--- src/rtl/seq_serializer_pkg.sv ---
// Shared types and size helpers for the serial word feeder.
// Macro SEQ_SERIALIZER_PARITY_EN appends an even-parity bit to every frame.
package seq_pkg;

   typedef enum logic {
      ST_IDLE  = 1'b0,
      ST_SHIFT = 1'b1
   } state_t;

   function automatic int clog2_f(input int value);
      int r;
      r = 0;
      while ((1 << r) < value) begin
         r = r + 1;
      end
      return r;
   endfunction

   // Counter must hold FRAME_LEN-1, which is at most DATA_W.
   function automatic int cnt_w_f(input int data_w);
      return clog2_f(data_w + 1);
   endfunction

`ifdef SEQ_SERIALIZER_PARITY_EN
   function automatic int frame_len_f(input int data_w);
      return data_w + 1;
   endfunction
`else
   function automatic int frame_len_f(input int data_w);
      return data_w;
   endfunction
`endif

endpackage

--- src/rtl/seq_ser_hold.sv ---
// One-entry word buffer; a write in the same cycle as a take keeps it full.
module seq_ser_hold #(
   parameter int DATA_W = 8
) (
   input  logic              clk,
   input  logic              rst_n,
   input  logic              wr_en,
   input  logic [DATA_W-1:0] wr_data,
   input  logic              take,
   output logic              full,
   output logic [DATA_W-1:0] data
);

   logic              full_reg;
   logic [DATA_W-1:0] data_reg;

   always_ff @(posedge clk or negedge rst_n) begin
      if (!rst_n) begin
         full_reg <= 1'b0;
         data_reg <= '0;
      end else begin
         if (wr_en) begin
            full_reg <= 1'b1;
            data_reg <= wr_data;
         end else if (take) begin
            full_reg <= 1'b0;
         end
      end
   end

   assign full = full_reg;
   assign data = data_reg;

endmodule

--- src/rtl/seq_serializer.sv ---
// Parallel-to-serial feeder, MSB first, with a one-word hold stage for gapless streaming.
// Optional even-parity trailer bit when SEQ_SERIALIZER_PARITY_EN is defined.
module seq_serializer
   import seq_pkg::*;
#(
   parameter int   DATA_W   = 8,
   parameter logic IDLE_BIT = 1'b0
) (
   input  logic              clk,
   input  logic              rst_n,
   input  logic [DATA_W-1:0] in_data,
   input  logic              in_valid,
   output logic              in_ready,
   output logic              seq_out,
   output logic              seq_vld,
   output logic              word_done,
   output logic              busy
);

   localparam int FRAME_LEN = frame_len_f(DATA_W);
   localparam int CNT_W     = cnt_w_f(DATA_W);
   localparam logic [CNT_W-1:0] CNT_LOAD = CNT_W'(FRAME_LEN - 1);

   state_t            state_reg, state_next;
   logic [CNT_W-1:0]  cnt_reg, cnt_next;
   logic [DATA_W-1:0] sh_reg, sh_next;
   logic              seq_out_reg, seq_out_next;
`ifdef SEQ_SERIALIZER_PARITY_EN
   logic              par_reg, par_next;
`endif

   logic              hold_full;
   logic [DATA_W-1:0] hold_data;
   logic              hold_write;
   logic              hold_take;
   logic              xfer;
   logic              shifter_free;
   logic              load_en;
   logic [DATA_W-1:0] load_word;

   assign xfer         = in_valid && !hold_full;
   assign shifter_free = (state_reg == ST_IDLE) || (cnt_reg == '0);
   assign load_en      = shifter_free && (hold_full || xfer);
   assign load_word    = hold_full ? hold_data : in_data;
   assign hold_take    = shifter_free && hold_full;
   // A transfer only lands in hold when it cannot bypass straight into the shifter.
   assign hold_write   = xfer && !shifter_free;

   seq_ser_hold #(
      .DATA_W(DATA_W)
   ) u_hold (
      .clk    (clk),
      .rst_n  (rst_n),
      .wr_en  (hold_write),
      .wr_data(in_data),
      .take   (hold_take),
      .full   (hold_full),
      .data   (hold_data)
   );

   always_ff @(posedge clk or negedge rst_n) begin
      if (!rst_n) begin
         state_reg   <= ST_IDLE;
         cnt_reg     <= '0;
         sh_reg      <= '0;
         seq_out_reg <= IDLE_BIT;
`ifdef SEQ_SERIALIZER_PARITY_EN
         par_reg     <= 1'b0;
`endif
      end else begin
         state_reg   <= state_next;
         cnt_reg     <= cnt_next;
         sh_reg      <= sh_next;
         seq_out_reg <= seq_out_next;
`ifdef SEQ_SERIALIZER_PARITY_EN
         par_reg     <= par_next;
`endif
      end
   end

   always_comb begin
      state_next   = state_reg;
      cnt_next     = cnt_reg;
      sh_next      = sh_reg;
      seq_out_next = seq_out_reg;
`ifdef SEQ_SERIALIZER_PARITY_EN
      par_next     = par_reg;
`endif
      if (load_en) begin
         // MSB goes straight to the output flop; sh_reg keeps the remaining bits left-aligned.
         state_next   = ST_SHIFT;
         cnt_next     = CNT_LOAD;
         seq_out_next = load_word[DATA_W-1];
         sh_next      = {load_word[DATA_W-2:0], 1'b0};
`ifdef SEQ_SERIALIZER_PARITY_EN
         par_next     = ^load_word;
`endif
      end else if (shifter_free) begin
         state_next   = ST_IDLE;
         cnt_next     = '0;
         seq_out_next = IDLE_BIT;
      end else begin
         cnt_next     = cnt_reg - 1'b1;
         seq_out_next = sh_reg[DATA_W-1];
         sh_next      = {sh_reg[DATA_W-2:0], 1'b0};
`ifdef SEQ_SERIALIZER_PARITY_EN
         if (cnt_reg == CNT_W'(1)) begin
            seq_out_next = par_reg;
         end
`endif
      end
   end

   assign in_ready  = !hold_full;
   assign seq_out   = seq_out_reg;
   assign seq_vld   = (state_reg == ST_SHIFT);
   assign word_done = (state_reg == ST_SHIFT) && (cnt_reg == '0);
   assign busy      = (state_reg == ST_SHIFT) || hold_full;

endmodule

--- config.mk ---
export PLATFORM = sky130hd
export DESIGN_NAME = seq_serializer
export DESIGN_NICKNAME = d
export VERILOG_FILES = /design/src/rtl/seq_serializer_pkg.sv /design/src/rtl/seq_ser_hold.sv /design/src/rtl/seq_serializer.sv
export SDC_FILE = /design/constraint.sdc
export NUM_CORES = 1
export LEC_CHECK = 0
export CORE_ASPECT_RATIO = 0.75
export CORE_MARGIN = 4
export CORE_UTILIZATION = 35
export DETAILED_ROUTE_END_ITERATION = 6
export PLACE_DENSITY_LB_ADDON = 0.3
export SLEW_MARGIN = 20
export SYNTH_ARGS = -nofsm -noshare
export SYNTH_HDL_FRONTEND = slang
export SYNTH_HIERARCHICAL = 1
export SYNTH_SLANG_ARGS = --single-unit
--- constraint.sdc ---
create_clock -name clk -period 3.05 [get_ports clk]
set_input_delay 0.61 -clock clk [delete_from_list [all_inputs] [get_ports clk]]
set_output_delay 0.61 -clock clk [all_outputs]
set_load 0.02 [all_outputs]
Yosys cells after proc, flatten, opt, wreduce, memory -nomap -nowiden
Index checks and enable logic that the tools add are counted.
{"block": "word_totals", "regBits": 23, "word_cells": 33}
{"block": "op_classes", "n_reduce_logical": 13, "addsub": 1, "n_mux": 11, "bitwise": 1, "eq_ne": 1}
{"op": "$mux W8", "n": 3}
{"op": "$mux W4", "n": 2}
{"op": "$mux W1", "n": 6}
{"op": "$logic_and A1 B1 Y1", "n": 5}
{"op": "$logic_not A4 Y1", "n": 1}
{"op": "$reduce_bool A2 Y1", "n": 2}
{"op": "$sub A4 B1 Y4 const B", "n": 1}
{"op": "$logic_or A1 B1 Y1", "n": 3}
{"op": "$logic_not A1 Y1", "n": 2}
{"op": "$ne A2 B1 Y1 const B", "n": 1}
{"op": "$not A1 Y1", "n": 1}

Logic depth before layout (Yosys ltp)
Gate-level depths: netlist of the first run.
{"block": "depth", "ltp_word": 5, "ltp_mapped": 7, "ltp_nobuf": 6}

Modules after synthesis
The synthesis of the first run kept the hierarchy.
{"module": "seq_serializer", "n_inst": 1, "area_each_um2": 748.2, "seq_area_each_um2": 325.3, "cells_per_inst": 71}
{"module": "seq_ser_hold", "n_inst": 1, "area_each_um2": 369.1, "seq_area_each_um2": 225.2, "cells_per_inst": 20}

Worst setup path before layout of the first run
OpenSTA, ideal clock, no wires.
{"block": "synth_timing", "kind": "flip-flop to flip-flop", "from": "register cnt_reg[0]", "to": "register u_hold.data_reg[0] (netlist: u_hold/data[0])", "period_less_slack_ps": 1721, "setup_ps": 125, "stages_incl_launch_ff": 8, "slack_ps": 1329, "arrival_time_ps": 1596, "t_required_ps": 2925, "path_buffers": 2, "path_cell_list": "dfrtp_1 > inv_1 > ha_1 > a21boi_4 > buf_8 > and3_1 > buf_6 > mux2_4"}
{"block": "synth_via", "elab_chain_len": 4}
{"item": "start, declared", "line_no": "seq_serializer.sv:25", "source": "logic [CNT_W-1:0] cnt_reg, cnt_next;"}
{"item": "start signal, assigned", "line_no": "seq_serializer.sv:72", "source": "cnt_reg <= cnt_next;"}
{"item": "$logic_not A4 Y1", "line_no": "seq_serializer.sv:42", "source": "assign shifter_free = (state_reg == ST_IDLE) || (cnt_reg == '0);"}
{"item": "$logic_or A1 B1 Y1", "line_no": "seq_serializer.sv:42"}
{"item": "$logic_not A1 Y1", "line_no": "seq_serializer.sv:47", "source": "assign hold_write = xfer && !shifter_free;"}
{"item": "$logic_and A1 B1 Y1", "line_no": "seq_serializer.sv:47"}
{"item": "via hold_write", "line_no": "seq_serializer.sv:34", "source": "logic hold_write;"}
{"item": "end signal, assigned", "line_no": "seq_ser_hold.sv:24", "source": "data_reg <= wr_data;"}
{"item": "end, declared", "line_no": "seq_ser_hold.sv:15", "source": "logic [DATA_W-1:0] data_reg;"}
The timed path passes the listed nets, and every way through them passes these cells.
A chain may end at the register's enable or synchronous reset.

Worst setup path in the final report of the first run
{"block": "layout_timing", "from": "register u_hold.full_reg (netlist: u_hold/full)", "to": "output port busy"}
{"block": "layout_via", "elab_chain_len": 1}
{"item": "start, declared", "line_no": "seq_ser_hold.sv:14", "source": "logic full_reg;"}
{"item": "start signal, assigned", "line_no": "seq_ser_hold.sv:19", "source": "full_reg <= 1'b0;"}
{"item": "start signal, assigned", "line_no": "seq_ser_hold.sv:23", "source": "full_reg <= 1'b1;"}
{"item": "start signal, assigned", "line_no": "seq_ser_hold.sv:26", "source": "full_reg <= 1'b0;"}
{"item": "$logic_or A1 B1 Y1", "line_no": "seq_serializer.sv:118", "source": "assign busy = (state_reg == ST_SHIFT) || hold_full;"}
{"item": "end, declared", "line_no": "seq_serializer.sv:17", "source": "output logic busy"}
Every way passes these cells.

==> flow_metrics.tcl, run 1 <==
set metrics [dict create \
    yosys_register_bits 22 \
    intPower_uw 809.9 \
    max_slew_margin_pct 60.00 \
    min_path_type "flip-flop to flip-flop" \
    dieArea_sq_um 4170 \
    finalWirelength_microns 1920 \
    timing.hold.ws_ns 0.4902 \
    synth.area.top_cells "dfrtp_1 (49%), mux2_4 (15%), mux2i_1 (7.2%)" \
    antenna_found_initial 0 \
    clk_latency_ns 0.26 \
    yosysWarnings 6 \
    vdd_drop_max_mv 0.3653 \
    grt_usage_pct 10.52 \
    syn_to_final_growth_pct 20.83 \
    p_total_uw 1188 \
    num_antenna_cells 0 \
    synth.distinct_cells 26 \
    port-buffer-count 15 \
    fp.dieW_microns 73.24 \
    die_h_microns 56.93 \
    period_share_pct 78.73 \
    cp-start-kind "flip-flop" \
    final_area_sq_um 1350 \
    fillers 274 \
    rsz0062_at_grt "no" \
    final_nets 121 \
    end_kind "output port" \
    avgSynthCellArea_sq_um 12.28 \
    initial_core_util_pct 37.25 \
    ant_nets 0 \
    synth_edf_count 0 \
    place_hpwl_microns 1308 \
    first_pass_iters 3 \
    tns_ns 0 \
    yosysSeqAreaShare_pct 49.27 \
    worst_pin_slew_ns 0.6000 \
    via_per_inst 4.610 \
    synthCells 91 \
    wl_per_cell_microns 13.15 \
    grt_max_degree 23 \
    clk_pin_slew_ns 0.08 \
    crit_required_ns 2.44 \
    switchingPower_uw 378.2 \
    hold_viol_final 0 \
    grt_pass1_wl_microns 3408 \
    cts_resized 0 \
    report.final.slew_viol_count 0 \
    grt_pass1_vias 711 \
    fmax_ghz 0.4164 \
    synth_nets 103 \
    syn_area_sq_um 1117 \
    synth.top_cells.by_count "dfrtp_1 (22), mux2_4 (11), nand2_1 (10)" \
    hold_buffers 0 \
    grt-ovfl-total 0 \
    clock_path_buffers 2 \
    vias 673 \
    cts_tree "yes" \
    arrival_ns 1.79 \
    dp_cells 142 \
    drv_cap 0 \
    yosysTopAreaCell "dfrtp_1" \
    ctsRootBufferMaster "clkbuf_8" \
    combPwrFrac_pct 38.8 \
    synth_top_area_share_pct 49.27 \
    crit_type "flip-flop to output port" \
    cts_buffers 3 \
    row_count 17 \
    largest_reg_flops 8 \
    p_sw_share_pct 31.83 \
    seqPwrFrac_pct 43.8 \
    synthArstFlopShare_pct 100.0 \
    synth_most_common_cell "dfrtp_1" \
    ioPinCount 16 \
    synth-main-ff-cell "dfrtp_1" \
    status "finished clean" \
    period_needed_ns 2.401 \
    coreArea_sq_um 2999 \
    gp_congestion 0.7272 \
    cts.sinks 22 \
    dpl_cell_area_sq_um 1295 \
    powerDensity_nw_per_um2 880.0 \
    cp_max_fo 21 \
    final_cell_count_no_fill 146 \
    dr.first_iter.drc_count 16 \
    finClkSkew_ns 0.003111 \
    drive_gt1_share_pct 25.00 \
    post_cts_buffers 0 \
    p_clk_share_pct 17.4 \
    final-setup-viol-count 0 \
    drc 0 \
    htree_num_levels 1 \
    p_leak_uw 0.0006578 \
]
routing by layer:
metal	GRT usage, %	vias up	wire, microns
li1	-	347	-
met1	14.71	312	1045
met3	4.754	2	107
met2	15.29	12	760
met5	0	-	0
met4	1.579	0	6
cell type report:
type,count,area [sq um],area share [%]
well taps,38,47.55,3.522
multi-input cells,60,509.2,37.72
repair buffers,18,172.7,12.79
clock buffers,4,55.05,4.078
flip-flops and latches,22,550.5,40.78
inverters,4,15.01,1.112
final timing paths:
kind	startpoint	to	slack, ns	depth (start not counted)
hold / removal	cnt_reg[0]$_DFF_PN0_	cnt_reg[0]$_DFF_PN0_	0.49	1
max in group asynchronous	rst_n	u_hold/data[3]$_DFFE_PN0P_	2.14	2
min in group asynchronous	rst_n	cnt_reg[3]$_DFF_PN0_	0.69	2
setup reg to reg	cnt_reg[0]$_DFF_PN0_	u_hold/data[6]$_DFFE_PN0P_	1.01	6
hold reg to reg	cnt_reg[0]$_DFF_PN0_	cnt_reg[0]$_DFF_PN0_	0.49	1
setup / recovery	u_hold/full$_DFFE_PN0P_	busy	0.65	2
stage by stage:
step / worst slack (ns) / util (%)
after floorplan: 1.329 / -
after global placement: 0.7838 / 43.18
after detailed placement: 0.7571 / 43.18
after CTS: 0.6358 / 45.01
after global routing: 0.5592 / 45.01
final: 0.6486 / 45.01
cell usage in the layout, fill, tap and decap left out, types with 2 or more instances in the layout:
cell             count
a21oi_1              2
nand2b_1             2
clkdlybuf4s50_1     15
nor2_1               2
mux2i_1              8
dfrtp_1             22
mux2_2               5
nor3_1               2
clkbuf_8             4
and3_1               2
inv_1                4
o21ai_0              7
mux2_4              11
buf_4                3
nand2_1             10
worst max-delay path, cell delays in order (launching register included):
cell             delay, ns
dfrtp_1               0.73
or2_2                 0.21
clkdlybuf4s50_1       0.60
kinds of logic after synthesis:
logic type               share of synthesized area, %
XOR/XNOR                                       0.7840
buffers and inverters                           5.150
AO/OA/AOI/OAI                                   7.279
AND/OR/NAND/NOR                                 9.408
adder cells (fa/ha/maj)                         1.120
flip-flops                                      49.27
multiplexers                                    26.99
power groups by stage:
stage	registers, uW	logic [uW]	clock network (uW)
floorplan	486	400	0
global placement	526	457	0
detailed placement	523	466	0
CTS	520	467	217
global route	541	515	228
finish	520	461	207
(Power assumes the default switching activity.)
==> run 2: changes to the inputs <==
clock period = 2.2 ns   (was 3.05 ns; I/O delays follow)
==> flow_metrics.tcl, run 2 (synthesis gave the netlist of run 1 again) <==
set metrics [dict create \
    status "finished clean" \
    dieArea_sq_um 4170 \
    die_h_microns 56.93 \
    fin_util_pct 46.10 \
    cts_tree "yes" \
    htree_num_levels 1 \
    p_total_uw 1677 \
    cp-start-kind "flip-flop" \
    antenna_found_initial 0 \
    drv_cap 0 \
    grt_use_met2_pct 16.56 \
    vdd_drop_max_mv 0.5187 \
    gp_congestion 0.7522 \
    ff2ff_setup_slack_ns 0.57 \
    fp.dieW_microns 73.24 \
    clock_path_buffers 2 \
    report.final.slew_viol_count 0 \
    rsz0062_at_grt "no" \
    period_needed_ns 1.987 \
    largest_reg_flops 8 \
    cts.sinks 22 \
    met1_usage_pct 14.79 \
    fmax_ghz 0.5033 \
    grt_pass1_vias 758 \
    ant_nets 0 \
    finClkSkew_ns 0.002235 \
    arrival_ns 1.55 \
    period_share_pct 90.31 \
    grt-ovfl-total 0 \
    vias 687 \
    drive_gt1_share_pct 27.68 \
    first_pass_iters 4 \
    hold_viol_final 0 \
    grt_usage_pct 11.07 \
    end_kind "output port" \
    mostFrequentLayoutCells "dfrtp_1 (22), clkdlybuf4s50_1 (14), mux2_4 (11), nand2_1 (10), mux2i_1 (8)" \
    clk_pin_slew_ns 0.08 \
    grt_util_met3_pct 4.754 \
    wl_per_cell_microns 13.21 \
    via_per_inst 4.580 \
    clk_latency_ns 0.26 \
    worst_pin_slew_ns 0.2852 \
    dr.first_iter.drc_count 44 \
    dpl_worst_slack_ns 0.3209 \
    num_antenna_cells 0 \
    tns_ns 0 \
    grt_most_used_layer "met2" \
    crit_type "flip-flop to output port" \
    cp_max_fo 7 \
    finalWirelength_microns 1981 \
    grt_pass1_wl_microns 3567 \
    post_cts_buffers 0 \
    max_slew_margin_pct 80.99 \
    crit_required_ns 1.76 \
    initial_core_util_pct 37.25 \
    grt_max_degree 23 \
    port-buffer-count 15 \
    powerDensity_nw_per_um2 1213 \
    place_hpwl_microns 1388 \
    cts_buffers 3 \
    drc 0 \
    coreArea_sq_um 2999 \
    ctsRootBufferMaster "clkbuf_8" \
    ioPinCount 16 \
    final_common_cell "dfrtp_1" \
    min_path_type "flip-flop to flip-flop" \
    final-setup-viol-count 0 \
    finalWorstSetupSlack_ns 0.2131 \
    syn_to_final_growth_pct 23.74 \
    final_nets 125 \
    p_leak_uw 0.0006944 \
    row_count 17 \
]
## run 2: cell count changes in the layout (fill, tap and decap cells not counted), sizes merged
cell	delta
clkdlybuf4s50	-1
dlymetal6s2s	+1
buf	+4
## run 2: power breakdown
group / internal, uW / switching, uW / leakage (uW)
clock: 159 / 126 / 0.0000288
sequential: 579 / 112 / 0.000269
combinational: 409 / 291 / 0.000397
total: 1150 / 529 / 0.000694
## run 2: path summary, 6_finish.rpt
path / startpoint / endpoint / cells past startpoint
setup reg to reg: cnt_reg[0]$_DFF_PN0_ / u_hold/data[3]$_DFFE_PN0P_ / 6
setup / recovery: seq_vld$_DFFE_PN0P_ / busy / 2
hold / removal: cnt_reg[0]$_DFF_PN0_ / cnt_reg[0]$_DFF_PN0_ / 1
max in group asynchronous: rst_n / sh_reg[4]$_DFFE_PN0P_ / 2
min in group asynchronous: rst_n / u_hold/data[6]$_DFFE_PN0P_ / 2
hold reg to reg: cnt_reg[0]$_DFF_PN0_ / cnt_reg[0]$_DFF_PN0_ / 1
## run 2: stage by stage
stage	hold WS, ns	cell area, sq um	std cells
CTS	0.5010	1380	150
floorplan	0.1444	1117	91
global placement	0.4654	1325	146
global route	0.5147	1383	150
detailed placement	0.4901	1325	146
finish	0.4986	1383	150
## run 2: metal layers
layer  wire [microns]  vias to the layer above
li1                 -                      352
met1              999                      319
met2              875                       14
met3              101                        2
met4                5                        0
met5                0                        -
## run 2: cell type report
cell class / instances / area [sq um]
Fill cell: 281 / 1617
Sequential cell: 22 / 550.5
Multi-Input combinational cell: 60 / 509.2
Timing Repair Buffer: 22 / 205.2
Clock buffer: 4 / 55.05
Tap cell: 38 / 47.55
Inverter: 4 / 15.01
## run 2: critical path: stages (launching register included)
cell             delay [ns]
dfrtp_1                0.44
or2_2                  0.31
clkdlybuf4s50_1        0.54
## run 2: what timing repair did
item,4_1_cts,5_1_grt
hold buffers,0,0
gates resized for setup,0,1
setup endpoints to repair,0,1
==> RTL edit: new RTL, settings of run 1 <==
Change the parameter `IDLE_BIT` from 1'b0 to 1'b1.
--- a/src/rtl/seq_serializer.sv
+++ b/src/rtl/seq_serializer.sv
@@ -4,7 +4,7 @@
    import seq_pkg::*;
 #(
    parameter int   DATA_W   = 8,
-   parameter logic IDLE_BIT = 1'b0
+   parameter logic IDLE_BIT = 1'b1
 ) (
    input  logic              clk,
    input  logic              rst_n,
Function: changed (a bounded check fails within 4 cycles, from zero or initial values and one cycle with rst_n low).
==> RTL edit against run 1 <==
Worst setup slack worse by 0.0098 ns; design area is 1.2% higher; sequential share of layout area decreased by 0.39 points; highest routed layer unchanged; power up 6.1%; sequential power rose by 0.8%; clock skew is essentially flat; combinational power is 2% higher; maximum frequency fell by 0.41%; synthesized cell count is the same; synthesized area is 0.11% higher; sequential cell count did not move; routed wire length increased by 3.2%.
==> RTL edit: results <==
group,metric,value,unit
logic_synthesis,syn_nets,103,
logic_synthesis,ys_seq_area_share,49.3,%
cells_and_area,largest_reg_flops,8,
setup_path,cp_slowest_cell,"dfrtp_1",
logic_synthesis,avgSynthCellArea,12.3,sq um
clocking,clockBufferDepth,2,
run,drv_cap,0,
place,pre_cts_slack,0.920,ns
logic_synthesis,synth.distinct_cells,27,
setup_path,crit_fanout,20,
place,io_buffers,15,
setup_path,max_stage_delay,0.71,ns
detailed_routing,vias,698,
logic_synthesis,yosys-top-cells-count,"dfrtp_1 (21), mux2_4 (10), mux2i_1 (9)",
power,leakagePower,0.000661,uW
detailed_routing,wl_per_cell,13.6,um
detailed_routing,initialDrtViolationCount,39,
run_status,outcome,"finished, final reports clean",
worst_hold_path,min_path_cells,2,
clocking,cts_buffers,3,
logic_synthesis,yosys-top-cells-area,"dfrtp_1 (47%), mux2_4 (13%), mux2i_1 (8.1%), mux2_2 (5.0%), o21ai_0 (2.7%)",
timing,relSlewSlack,59.9,%
detailed_routing,dr.pass1.iters,4,
clocking,post_cts_buffers,0,
timing,skew,0.00301,ns
setup_path,worst_ep_arrival_time,1.80,ns
cells_and_area,final_nets,121,
grt,grt_usage,10.4,%
cells_and_area,fillers,272,
setup_path,crit_family,"buffers and inverters",
worst_hold_path,hp-class,"reg2reg",
power,p_int,874,uW
grt,grt_pass1_wl,3.42,mm
power,ir_worst_vdd,0.000375,V
grt,grt_pass1_vias,716,
cells_and_area,finalNonFillerCells,146,
place,dp.cells,142,
place,gp_congestion,0.714,
place,hpwl,1.36,mm
[RTL edit: final cells by class]
cell class	count	area, sq um	area share [%]
tap	38	47.5	3.48
timing repair buffer	18	173	12.6
clock inverter	1	30.0	2.20
clock buffer	3	41.3	3.02
sequential	22	552	40.4
inverter	5	18.8	1.37
multi-input combinational	59	504	36.9
[RTL edit: power groups by stage]
stage               Clock, uW  Combinational, uW  Sequential (uW)
finish                    267                469              524
global route              292                518              542
CTS                       278                475              523
detailed placement          0                475              527
global placement            0                459              528
floorplan                   0                400              492
[RTL edit: metal layers]
metal / vias up / GRT usage [%] / wire length (um)
met5: - / 0 / 0
met4: 0 / 0.789 / 12
met3: 2 / 4.23 / 96
met2: 11 / 15.2 / 827
met1: 340 / 15.1 / 1040
li1: 345 / - / -
[RTL edit: logic make-up after synthesis]
group                      after synthesis  synth area share [%]
muxes                                   24                  26.5
DFF                                     22                  49.3
and+or+nand+nor                         21                  9.29
AOI/OAI and AO/OA                       12                  7.38
buffers and inverters                   10                  5.59
xor gates and xnor gates                 1                 0.783
adders and majority gates                1                  1.12
[RTL edit: stage by stage]
stage / power, uW / instance area [sq um] / hold WS (ns)
3_3_place_gp: 987 / 1290 / 0.476
3_5_place_dp: 1000 / 1290 / 0.480
5_1_grt: 1350 / 1370 / 0.524
4_1_cts: 1280 / 1370 / 0.492
6_report: 1260 / 1370 / 0.489
2_1_floorplan: 892 / 1120 / 0.314
[RTL edit: final timing paths]
kind                              from             end  slack [ns]
setup reg to reg            cnt_reg[0]  u_hold/data[5]        0.93
hold reg to reg              sh_reg[7]         seq_out        0.49
max in group asynchronous        rst_n         seq_out        2.08
setup / recovery           u_hold/full        in_ready        0.64
hold / removal               sh_reg[7]         seq_out        0.49
min in group asynchronous        rst_n      cnt_reg[3]        0.70
